===== config.mk =====
export PLATFORM = sky130hd
export DESIGN_NAME = laplace_sum_sequencer_flat
export DESIGN_NICKNAME = d
export VERILOG_FILES = /design/src/rtl/laplace_sum_sequencer_if.sv /design/src/rtl/laplace_sum_sequencer.sv /design/src/flat_wrapper.sv
export SDC_FILE = /design/constraint.sdc
export NUM_CORES = 1
export LEC_CHECK = 0
export BUFFER_PORTS_ARGS = -buffer_cell sky130_fd_sc_hd__buf_4
export CORE_MARGIN = 5
export CORE_UTILIZATION = 45
export CTS_BUF_LIST = sky130_fd_sc_hd__clkbuf_4 sky130_fd_sc_hd__clkbuf_8
export CTS_CLUSTER_DIAMETER = 120
export DETAILED_ROUTE_END_ITERATION = 7
export PLACE_DENSITY_LB_ADDON = 0.2
export REMOVE_ABC_BUFFERS = 1
export SYNTH_ARGS = -nofsm -noshare
export SYNTH_HDL_FRONTEND = slang
export SYNTH_SLANG_ARGS = --single-unit
export TNS_END_PERCENT = 50

===== constraint.sdc =====
create_clock -name clk -period 1.6 [get_ports clk]
set_clock_uncertainty 0.05 [all_clocks]
set_input_delay 0.16 -clock clk [delete_from_list [all_inputs] [get_ports clk]]
set_output_delay 0.16 -clock clk [all_outputs]
set_load 0.01 [all_outputs]

===== src/rtl/laplace_sum_sequencer_if.sv =====
// Operand stream, shared-adder and result handshake bundle for laplace_sum_sequencer.
// The sequencer binds the master modport; the window buffer, adder and combine stage face the slave modport.
interface laplace_sum_sequencer_if #(
    parameter int HW = 2
);
    logic            op_valid;
    logic            op_ready;
    logic [7:0]      op_data;
    logic [7:0]      add_a;
    logic [7:0]      add_b;
    logic            add_cin;
    logic [7:0]      add_s;
    logic            add_cout;
    logic            res_valid;
    logic            res_ready;
    logic [8+HW-1:0] res_data;
    logic            busy;

    modport master (
        input  op_valid, op_data, add_s, add_cout, res_ready,
        output op_ready, add_a, add_b, add_cin, res_valid, res_data, busy
    );

    modport slave (
        output op_valid, op_data, add_s, add_cout, res_ready,
        input  op_ready, add_a, add_b, add_cin, res_valid, res_data, busy
    );
endinterface


===== src/rtl/laplace_sum_sequencer.sv =====
// Sequences an external 8-bit adder to sum NUM_TERMS operands, counting carry-outs into a high field.
// Optional LAPLACE_SEQ_SATURATE_EN clamps the presented result to 255 when any carry was counted.
module laplace_sum_sequencer #(
    parameter int NUM_TERMS = 4,
    parameter int HW        = $clog2(NUM_TERMS)
) (
    input  logic                     clk,
    input  logic                     rst,
    input  logic                     flush,
    laplace_sum_sequencer_if.master  bus
);
    localparam int         RW   = 8 + HW;
    localparam logic [4:0] LAST = 5'(NUM_TERMS);

    typedef enum logic [1:0] {IDLE, ACCUM, DONE} state_t;

    state_t          state;
    logic [4:0]      cnt;
    logic [7:0]      acc_lo;
    logic [HW-1:0]   acc_hi;
    logic            accept;

    assign accept      = bus.op_valid && bus.op_ready;
    assign bus.add_a   = acc_lo;
    assign bus.add_b   = bus.op_data;
    assign bus.add_cin = 1'b0;

    always_ff @(posedge clk or posedge rst) begin
        if (rst) begin
            state         <= IDLE;
            cnt           <= '0;
            acc_lo        <= '0;
            acc_hi        <= '0;
            bus.op_ready  <= 1'b1;
            bus.res_valid <= 1'b0;
            bus.busy      <= 1'b0;
        end else if (flush || (state == DONE && bus.res_ready)) begin
            // flush and the result handshake share the same clear-to-idle path
            state         <= IDLE;
            cnt           <= '0;
            acc_lo        <= '0;
            acc_hi        <= '0;
            bus.op_ready  <= 1'b1;
            bus.res_valid <= 1'b0;
            bus.busy      <= 1'b0;
        end else if (accept) begin
            acc_lo <= bus.add_s;
            acc_hi <= acc_hi + HW'(bus.add_cout);
            cnt    <= cnt + 5'd1;
            if (state == IDLE) begin
                state    <= ACCUM;
                bus.busy <= 1'b1;
            end else if (cnt + 5'd1 == LAST) begin
                state         <= DONE;
                bus.op_ready  <= 1'b0;
                bus.res_valid <= 1'b1;
            end
        end
    end

`ifdef LAPLACE_SEQ_SATURATE_EN
    assign bus.res_data = (acc_hi != '0) ? RW'(8'hFF) : RW'(acc_lo);
`else
    assign bus.res_data = {acc_hi, acc_lo};
`endif
endmodule


===== src/flat_wrapper.sv =====
// flat-port wrapper written by rule: the top's interface ports become plain ports
module laplace_sum_sequencer_flat 
#(
    parameter int NUM_TERMS = 4,
    parameter int HW        = $clog2(NUM_TERMS)
)
  (clk, rst, flush, bus_op_valid, bus_op_data, bus_add_s, bus_add_cout, bus_res_ready, bus_op_ready, bus_add_a, bus_add_b, bus_add_cin, bus_res_valid, bus_res_data, bus_busy);
  laplace_sum_sequencer_if #(.HW(HW)) bus_i ();
  input  logic clk;
  input  logic rst;
  input  logic flush;
  input wire logic [$bits(bus_i.op_valid)-1:0] bus_op_valid;
  input wire logic [$bits(bus_i.op_data)-1:0] bus_op_data;
  input wire logic [$bits(bus_i.add_s)-1:0] bus_add_s;
  input wire logic [$bits(bus_i.add_cout)-1:0] bus_add_cout;
  input wire logic [$bits(bus_i.res_ready)-1:0] bus_res_ready;
  output wire logic [$bits(bus_i.op_ready)-1:0] bus_op_ready;
  output wire logic [$bits(bus_i.add_a)-1:0] bus_add_a;
  output wire logic [$bits(bus_i.add_b)-1:0] bus_add_b;
  output wire logic [$bits(bus_i.add_cin)-1:0] bus_add_cin;
  output wire logic [$bits(bus_i.res_valid)-1:0] bus_res_valid;
  output wire logic [$bits(bus_i.res_data)-1:0] bus_res_data;
  output wire logic [$bits(bus_i.busy)-1:0] bus_busy;
  assign bus_i.op_valid = bus_op_valid;
  assign bus_i.op_data = bus_op_data;
  assign bus_i.add_s = bus_add_s;
  assign bus_i.add_cout = bus_add_cout;
  assign bus_i.res_ready = bus_res_ready;
  assign bus_op_ready = bus_i.op_ready;
  assign bus_add_a = bus_i.add_a;
  assign bus_add_b = bus_i.add_b;
  assign bus_add_cin = bus_i.add_cin;
  assign bus_res_valid = bus_i.res_valid;
  assign bus_res_data = bus_i.res_data;
  assign bus_busy = bus_i.busy;
  laplace_sum_sequencer #(.NUM_TERMS(NUM_TERMS), .HW(HW)) u_core (.clk(clk), .rst(rst), .flush(flush), .bus(bus_i));
endmodule

# Word level (Yosys, flattened, before mapping)
# Cells that the tools add are included.
# word_totals
ff_bits	20
input_bits	22
elab_cells	44
# classes
n_addsub	2
n_eq_ne	3
n_mux	21
reduce_logical	11
# ops
operator	count
8-bit 2-to-1 mux	2
2-bit 2-to-1 mux	6
1-bit 2-to-1 mux	11
5-bit 2-to-1 mux	2
2-bit nonzero test	3
5-bit by 1-bit adder with 5-bit output, second input constant	1
5-bit by 3-bit == test with 1-bit output, second input constant	1
2-bit AND reduction	2
3-bit AND reduction	1
3-bit nonzero test	1
2-bit by 1-bit adder with 2-bit output	1
2-bit == test, second input constant	1
1-bit logical AND	2
2-bit logical NOT	1
2-bit by 1-bit != test with 1-bit output, second input constant	1
1-bit logical OR	1

# Depth between registers and ports, before layout
# Gate-level depths: netlist (run 1).
# logic_depth
depth_word	6
depth_mapped	4
ltp_nobuf	4

# Worst setup path after synthesis (run 1)
# OpenSTA, ideal clock, no wires.
# synth_path
path_type	reg-to-reg
startpoint	register u_core.bus.op_ready
endpoint	register u_core.cnt[4]
setup_time_ns	0.073
t_arrival_ns	1.158
t_required_ns	1.477
slack_ns	0.318
path_stages_with_launch	4
cell_sequence	dfstp_2 -> nand3_1 -> or3_1 -> a21oi_2
# synth_between
elab_chain_len	2
# synth_rtl
item	line	text
from (decl)	laplace_sum_sequencer_if.sv:21	output op_ready, add_a, add_b, add_cin, res_valid, res_data, busy
from (signal assigned)	laplace_sum_sequencer.sv:34	bus.op_ready <= 1'b1;
from (signal assigned)	laplace_sum_sequencer.sv:43	bus.op_ready <= 1'b1;
from (signal assigned)	laplace_sum_sequencer.sv:55	bus.op_ready <= 1'b0;
1-bit logical AND	laplace_sum_sequencer.sv:23	assign accept = bus.op_valid && bus.op_ready;
2-bit nonzero test (no line)	--	
to (signal assigned)	laplace_sum_sequencer.sv:49	cnt <= cnt + 5'd1;
to (decl)	laplace_sum_sequencer.sv:18	logic [4:0] cnt;
# Every way passes these cells.
# A chain may end at the register's enable or synchronous reset.

# Worst setup path in the final report (run 1)
# layout_path
startpoint	register u_core.cnt[0]
endpoint	register u_core.cnt[4]
# layout_between
elab_chain_len	3
# layout_rtl
item	line	text
5-bit by 1-bit adder with 5-bit output	laplace_sum_sequencer.sv:49	
5-bit 2-to-1 mux	laplace_sum_sequencer.sv:46	end else if (accept) begin
5-bit 2-to-1 mux	laplace_sum_sequencer.sv:37	end else if (flush || (state == DONE && bus.res_ready)) begin
# Every way passes these cells. The select of a mux whose other input is x is not followed.

==> metrics.md, run 1 <==
| Metric | Value |
|---|---|
| Reg power frac | 0.550 |
| CTS tree | done |
| Synthesized instance count | 108 |
| Yosys reg bits | 20 |
| Cell accounting for the most synthesized area | dfrtp_1 |
| Critical R2R Launch | u_core.cnt[0]$_DFFE_PP0P_ |
| Post-route minimum period | 1340 ps |
| Synth warn | 0 |
| Total internal power | 0.752 mW |
| Final Hold Fails | 0 |
| R2R depth | 4 |
| TNS Setup | 0 ps |
| Multi-input logic area | 350 µm² |
| DP HPWL | 1500 µm |
| Via/cell ratio | 5.00 |
| Dominant cells by area after synthesis | dfrtp_1, buf_4, nand2_1, a21oi_1, dfstp_2 |
| Total grt overflow | 0 |
| Clock buffer count from CTS | 3 |
| 1st-pass router iterations | 4 |
| Reg-to-reg setup timing slack | 260 ps |
| Pwr/cell area | 812 nW/µm² |
| Slew Limit Fails | 0 |
| Critical Path Fanout Max | 3 |
| F_max | 747 MHz |
| NetSw | 0.246 mW |
| Fin util | 0.566 |
| Worst hold slack | 40.3 ps |
| Fin crit share | 0.837 |
| CP Data Required Time | 1780 ps |
| # Max-Cap Violations | 0 |
| Clock latency on the worst-skew pair | 290 ps |
| Clock transition at path regs | 110 ps |
| Final Setup Violations | 0 |
| Postcts setup bufs | 0 |
| Register Area | 502 µm² |
| Most common cell after layout, fill and taps aside | buf_4 |
| Hold Path Class | primary input to flip-flop |
| First-pass GRT wire length | 3690 µm |
| Area grow syn2layout | 22.0% |
| Clk pwr share | 0.286 |
| Core footprint | 2170 µm² |
| Most frequent cells in the layout | buf_4, nand2_1, dfrtp_1 |
| Die height | 57.3 µm |
| Total power | 0.998 mW |
| Fraction of layout instances using a drive strength above 1 | 0.351 |
| Starting Density | 0.464 |
| Vias in the first global route | 819 |
| Clock buffer depth | 2 |
| Die width | 57.3 µm |
| Site row count | 17 |
| CTS sink cnt | 20 |
| Non-Filler Instances | 159 |
| Fin nets | 156 |
| H-tree lvl count | 1 |
| Hold Crit Depth | 3 |
| I/O pin cnt | 52 |
| Critical Path AT | 1520 ps |
| Logic pwr share | 0.164 |
| Fill cell count | 219 |
| Fraction of registers with async set/reset | 1.00 |
| Port bufs | 34 |
| DR WL/cell | 12.8 µm |
| Mapped cell area | 1010 µm² |
| Main synth FF type | dfrtp_1 |
| DP Cell Count | 153 |
| First DRT Iteration DRCs | 11 |
| Crit-path cells | ha_1 > nand3_1 > or3_1 > a21oi_2 |
| Critical Path Start Type | flip-flop |
| RD Place Congestion | 0.803 |
| Pleak | 0.610 nW |
| Sequential area share after synthesis | 0.498 |
| Post-synth top area share | 0.472 |
| Drt drc | 0 |
| Largest net degree at the start of global routing | 21 |
| Sw Ratio | 0.246 |
| GR Util All Layers | 0.143 |
| Initial antenna violation count | 0 |
| Crit path capture | u_core.cnt[4]$_DFFE_PP0P_ |
| Number of flops mapped to enable cells by yosys | 0 |
| Slowest-stage cell, CP | dfrtp_1 |
| Final wirelength | 2030 µm |
| Synth Area per Inst | 9.33 µm² |
| Worst vdd ir | 0.000597 V |
| RSZ-0062 raised after global routing | false |
| Die Footprint | 3280 µm² |
| Number of distinct library cells after synthesis | 28 |
| HP Start | bus_add_s[7] |
| Root Driver | clkbuf_4 |
| Routed Antenna Nets | 0 |
| CP max stage delay | 400 ps |
| Crit path kind | flip-flop to flip-flop |
| Crit path from | u_core.cnt[0]$_DFFE_PP0P_ |
| Antenna cell count | 0 |
| R2r endpoint | u_core.cnt[4]$_DFFE_PP0P_ |
| Endpoint type of the worst setup path | flip-flop |
| Vias | 795 |
| Status | finished, final reports clean |
-- worst max-delay path: cells and delay by family (launching register included) --
family	cells	cell delay [ps]
fa+ha+maj	1	200
simple gates	2	480
compound gates	1	140
flops	1	400
-- registers in the layout, indices dropped and copies added (netlist names) --
signal / count
u_core.cnt: 5
u_core.bus.busy: 1
u_core.state: 2
u_core.bus.res_valid: 1
u_core.bus.op_ready: 1
u_core.bus.add_a: 8
u_core.acc_hi: 2
-- cell usage after synthesis (all sizes together) (3+ instances only) --
master / n
nor2: 5
nand3: 3
nand2: 23
dfrtp: 19
a21oi: 14
buf: 19
-- cell families (layout without fill, tap and decap cells) --
family,count (synthesis),count (layout),synth area share
flip-flops,20,20,0.498
AO/OA/AOI/OAI,21,21,0.123
XOR/XNOR,3,3,0.0261
buffers and inverters,22,45,0.154
adder cells (fa/ha/maj),2,2,0.0248
other,1,1,0.00372
AND/OR/NAND/NOR,39,39,0.170
-- power by group through the flow --
stage,combinational (mW),sequential (mW),clock [mW]
4_1_cts,0.167,0.549,0.299
6_report,0.164,0.549,0.285
2_1_floorplan,0.0600,0.569,0
5_1_grt,0.183,0.554,0.323
3_5_place_dp,0.162,0.559,0
3_3_place_gp,0.162,0.557,0
-- final cells by class --
cell class,instances,area share
Clock buffer,4,0.0295
Inverter,2,0.00611
Multi-Input combinational cell,66,0.285
Sequential cell,20,0.408
Tap cell,28,0.0285
Timing Repair Buffer,39,0.242
-- worst min path at each step --
stage	to	slack, ps
3_3_place_gp	u_core.bus.add_a[1]$_DFFE_PP0P_	160
6_report	u_core.bus.add_a[7]$_DFFE_PP0P_	40
5_1_grt	u_core.bus.add_a[2]$_DFFE_PP0P_	30
2_1_floorplan	u_core.acc_hi[0]$_DFFE_PP0P_	70
4_1_cts	u_core.bus.add_a[7]$_DFFE_PP0P_	30
3_5_place_dp	u_core.bus.add_a[1]$_DFFE_PP0P_	160
-- metal layers --
layer | up-vias | routed length (µm) | track usage
li1 | 389 | - | -
met1 | 365 | 833 | 0.174
met2 | 37 | 976 | 0.228
met3 | 4 | 175 | 0.0430
met4 | 0 | 42 | 0.0695
met5 | - | 0 | 0
-- per-stage QoR --
stage               setup slack [ps]  area (µm²)
floorplan                        199         860
global placement                 327        1170
detailed placement               282        1170
CTS                              253        1230
global route                     195        1230
finish                           261        1230
-- timing repair --
item,4_1_cts,5_1_grt
endpoints found under the hold margin,20,0
hold buffers,2,0
gates resized for setup,0,0
Power figures use the tool's default switching activity.
==> inputs of run 2 (changes only) <==
--- a/config.mk
+++ b/config.mk
@@ -5,9 +5,10 @@
 export SDC_FILE = /design/constraint.sdc
 export NUM_CORES = 1
 export LEC_CHECK = 0
+export ABC_AREA = 1
 export BUFFER_PORTS_ARGS = -buffer_cell sky130_fd_sc_hd__buf_4
 export CORE_MARGIN = 5
-export CORE_UTILIZATION = 45
+export CORE_UTILIZATION = 43
 export CTS_BUF_LIST = sky130_fd_sc_hd__clkbuf_4 sky130_fd_sc_hd__clkbuf_8
 export CTS_CLUSTER_DIAMETER = 120
 export DETAILED_ROUTE_END_ITERATION = 7
==> constraint.sdc (replaced) <==
create_clock -name clk -period 1.15 [get_ports clk]
set_clock_uncertainty 0.05 [all_clocks]
set_input_delay 0.115 -clock clk [delete_from_list [all_inputs] [get_ports clk]]
set_output_delay 0.115 -clock clk [all_outputs]
set_load 0.01 [all_outputs]
==> run 2 against run 1 <==
  * Count of clock-buffer cells in the layout is the same
  * Cell area grew 28%
  * Sequential cell count is the same
  * Total power grew 64%
  * Critical path depth shrank 2
  * Critical endpoint is now bus_op_ready
  * Wire length grew 34%
  * Final cell count grew 21%
  * The run now ends with setup timing left
  * Worst hold slack gained 63 ps
==> metrics.md, run 2 <==
| Metric | Value |
|---|---|
| RD Place Congestion | 0.753 (-6.2%) |
| First-pass GRT wire length | 4080 µm (+10%) |
| Max Used Layer | met4 |
| H-tree lvl count | 1 (unchanged) |
| Final Hold Fails | 0 (unchanged) |
| Wire length on met2 | 1330 µm (+36%) |
| Antenna cell count | 0 (unchanged) |
| TNS Setup | -410 ps (-410 ps) |
| Post-route minimum period | 1250 ps |
| R2r endpoint | u_core.bus.res_valid$_DFFE_PP0P_ |
| Die Footprint | 3820 µm² (+16%) |
| DP HPWL | 1870 µm (+24%) |
| F_max | 802 MHz |
| Most common cell after layout, fill and taps aside | buf_4 |
| Post-placement cell area | 1370 µm² (+17%) |
| Clock buffer count from CTS | 3 (unchanged) |
| Site row count | 18 (+1) |
| Final Instance Area | 1580 µm² (+28%) |
| Critical Path AT | 1080 ps (-440 ps) |
| Vias | 898 (+13%) |
| Status | finished with violations |
| Fraction of layout instances using a drive strength above 1 | 0.491 (+0.140) |
| Hold Path Class | primary input to flip-flop |
| Number of distinct library cells after synthesis | 25 (-11%) |
| Main synth FF type | dfrtp_1 |
| Sequential area share after synthesis | 0.435 (-0.0632) |
| DP Cell Count | 178 (+16%) |
| Port bufs | 34 (unchanged) |
| RSZ-0062 raised after global routing | true |
| Most frequent cells in the layout | buf_4, nand2_1, dfrtp_1 |
| Critical Path Start Type | flip-flop |
| Die height | 61.8 µm (+7.8%) |
| Clock transition at path regs | 120 ps (about the same) |
| Fraction of registers with async set/reset | 1.00 (unchanged) |
| GR Util All Layers | 0.147 (+0.00413) |
| DR WL/cell | 14.1 µm (+11%) |
| Dominant cells by area after synthesis | dfrtp_1, buf_4, nand2_1, nand3_2, inv_1 |
| First DRT Iteration DRCs | 22 (+11) |
| CTS tree | done |
| Mapped cell area | 1150 µm² (+15%) |
| Fill cell count | 218 (-0.46%) |
| Failing checks | setup timing |
| Max FFs per register | 8 (unchanged) |
| Slew Limit Fails | 0 (unchanged) |
| PnR worst setup slack | -97.4 ps (-358 ps) |
| Synthesized instance count | 125 (+16%) |
| # Max-Cap Violations | 0 (unchanged) |
| Area grow syn2layout | 36.7% |
| Fin nets | 188 (+21%) |
| Starting Density | 0.457 (-0.00690) |
| Critical R2R Launch | u_core.bus.op_ready$_DFFE_PP1P_ |
| Core footprint | 2520 µm² (+16%) |
| Met3 WL | 213 µm (+22%) |
| Synth Area per Inst | 9.23 µm² (-1.0%) |
| Cell accounting for the most synthesized area | dfrtp_1 |
| Worst Hold Path EP | u_core.acc_hi[0]$_DFFE_PP0P_ |
| HP Start | bus_add_cout |
| I/O pin cnt | 52 (unchanged) |
| Initial antenna violation count | 0 (unchanged) |
| R2R depth | 5 (+1) |
| Clock latency on the worst-skew pair | 310 ps (+20 ps) |
| Total power | 1.64 mW (+64%) |
| Critical Path Fanout Max | 2 (-1) |
| Routed Antenna Nets | 0 (unchanged) |
| Final Setup Violations | 17 (+17) |
| Number of flops mapped to enable cells by yosys | 0 (unchanged) |
| Drt drc | 0 (unchanged) |
| Hold Crit Depth | 4 (+1) |
| Reg-to-reg setup timing slack | -40 ps (-300 ps) |
| WL met1 | 1120 µm (+35%) |
| Pwr/cell area | 1040 nW/µm² (+28%) |
| Post-synth top area share | 0.412 (-0.0599) |
| Via/cell ratio | 4.65 (-6.9%) |
| Clock buffer depth | 2 (unchanged) |
| Root Driver | clkbuf_4 |
| Largest net degree at the start of global routing | 21 (unchanged) |
| Pleak | 0.803 nW (+32%) |
| CP Data Required Time | 990 ps (-790 ps) |
| Endpoint type of the worst setup path | output port |
| Total grt overflow | 0 (unchanged) |
| Post-synth top cells | nand2_1, dfrtp_1, buf_4 |
| Most frequent cell after synthesis | nand2_1 |
| Die width | 61.8 µm (+7.8%) |
| Crit path kind | flip-flop to output port |
| Non-Filler Instances | 193 (+21%) |
| Vias in the first global route | 889 (+8.5%) |
| Final wirelength | 2720 µm (+34%) |
| Fin crit share | 1.08 |
| 1st-pass router iterations | 4 (unchanged) |
| Worst vdd ir | 0.000877 V (+47%) |
| Setup WS pre-CTS | -82.2 ps (-364 ps) |
| Synth warn | 0 (unchanged) |
| CTS sink cnt | 20 (unchanged) |
| Yosys reg bits | 20 (unchanged) |
## run 2: timing repair
| item | 4_1_cts | 5_1_grt |
|---|---|---|
| hold buffers | 9 | 0 |
| resized for setup | 7 | 18 |
| endpoints found under the hold margin | 27 | 0 |
| setup endpoints to repair | 18 | 21 |
| buffers inserted | 0 | 2 |
| pin swaps | 0 | 7 |
## run 2: worst max path at each step
| stage | startpoint | to | slack (ps) | cells after the start |
|---|---|---|---|---|
| after CTS | u_core.bus.op_ready$_DFFE_PP1P_ | bus_op_ready | -80 | 2 |
| after floorplan | u_core.bus.op_ready$_DFFE_PP1P_ | u_core.cnt[3]$_DFFE_PP0P_ | -200 | 4 |
| after global placement | u_core.bus.op_ready$_DFFE_PP1P_ | u_core.state[0]$_DFFE_PP0P_ | -40 | 5 |
| after global routing | u_core.bus.op_ready$_DFFE_PP1P_ | bus_op_ready | -110 | 2 |
| after detailed placement | u_core.bus.op_ready$_DFFE_PP1P_ | u_core.state[0]$_DFFE_PP0P_ | -80 | 5 |
| final | u_core.bus.op_ready$_DFFE_PP1P_ | bus_op_ready | -100 | 2 |
## run 2: worst max-delay path: stages (launching register included)
cell	delay, ps
dfstp_2	580
buf_6	100
buf_6	90
## run 2: cells by family (layout without fill, tap and decap cells)
group,Yosys count,in the layout,synth area share
AOI/OAI and AO/OA,9,9,0.0423
xor gates and xnor gates,1,1,0.00759
and+or+nand+nor,59,59,0.296
DFF,20,20,0.435
buffers and inverters,33,71,0.194
adders and majority gates,2,2,0.0217
other,1,1,0.00325
## run 2: power breakdown
| part | internal [mW] | switching (mW) |
|---|---|---|
| Clock | 0.159 | 0.232 |
| Sequential | 0.755 | 0.0404 |
| Combinational | 0.225 | 0.224 |
| Total | 1.14 | 0.497 |
## run 2: area by class of cell
| class | count | area [µm²] | area share |
|---|---|---|---|
| flip-flops and latches | 20 | 502 | 0.318 |
| inverters | 13 | 63.8 | 0.0405 |
| multi-input cells | 72 | 475 | 0.302 |
| clock buffers | 4 | 30.0 | 0.0190 |
| repair buffers | 54 | 468 | 0.297 |
| well taps | 30 | 37.5 | 0.0238 |
## run 2: stage by stage
stage	util	hold slack (ps)
floorplan	-	28.1
global placement	0.543	114
detailed placement	0.543	129
CTS	0.597	93.8
global route	0.625	132
finish	0.625	103
## run 2: routing by layer
metal  track usage  up-vias
met1         0.177      396
met4        0.0545        0
met2         0.233       45
li1              -      451
met3        0.0620        6
met5             0        -
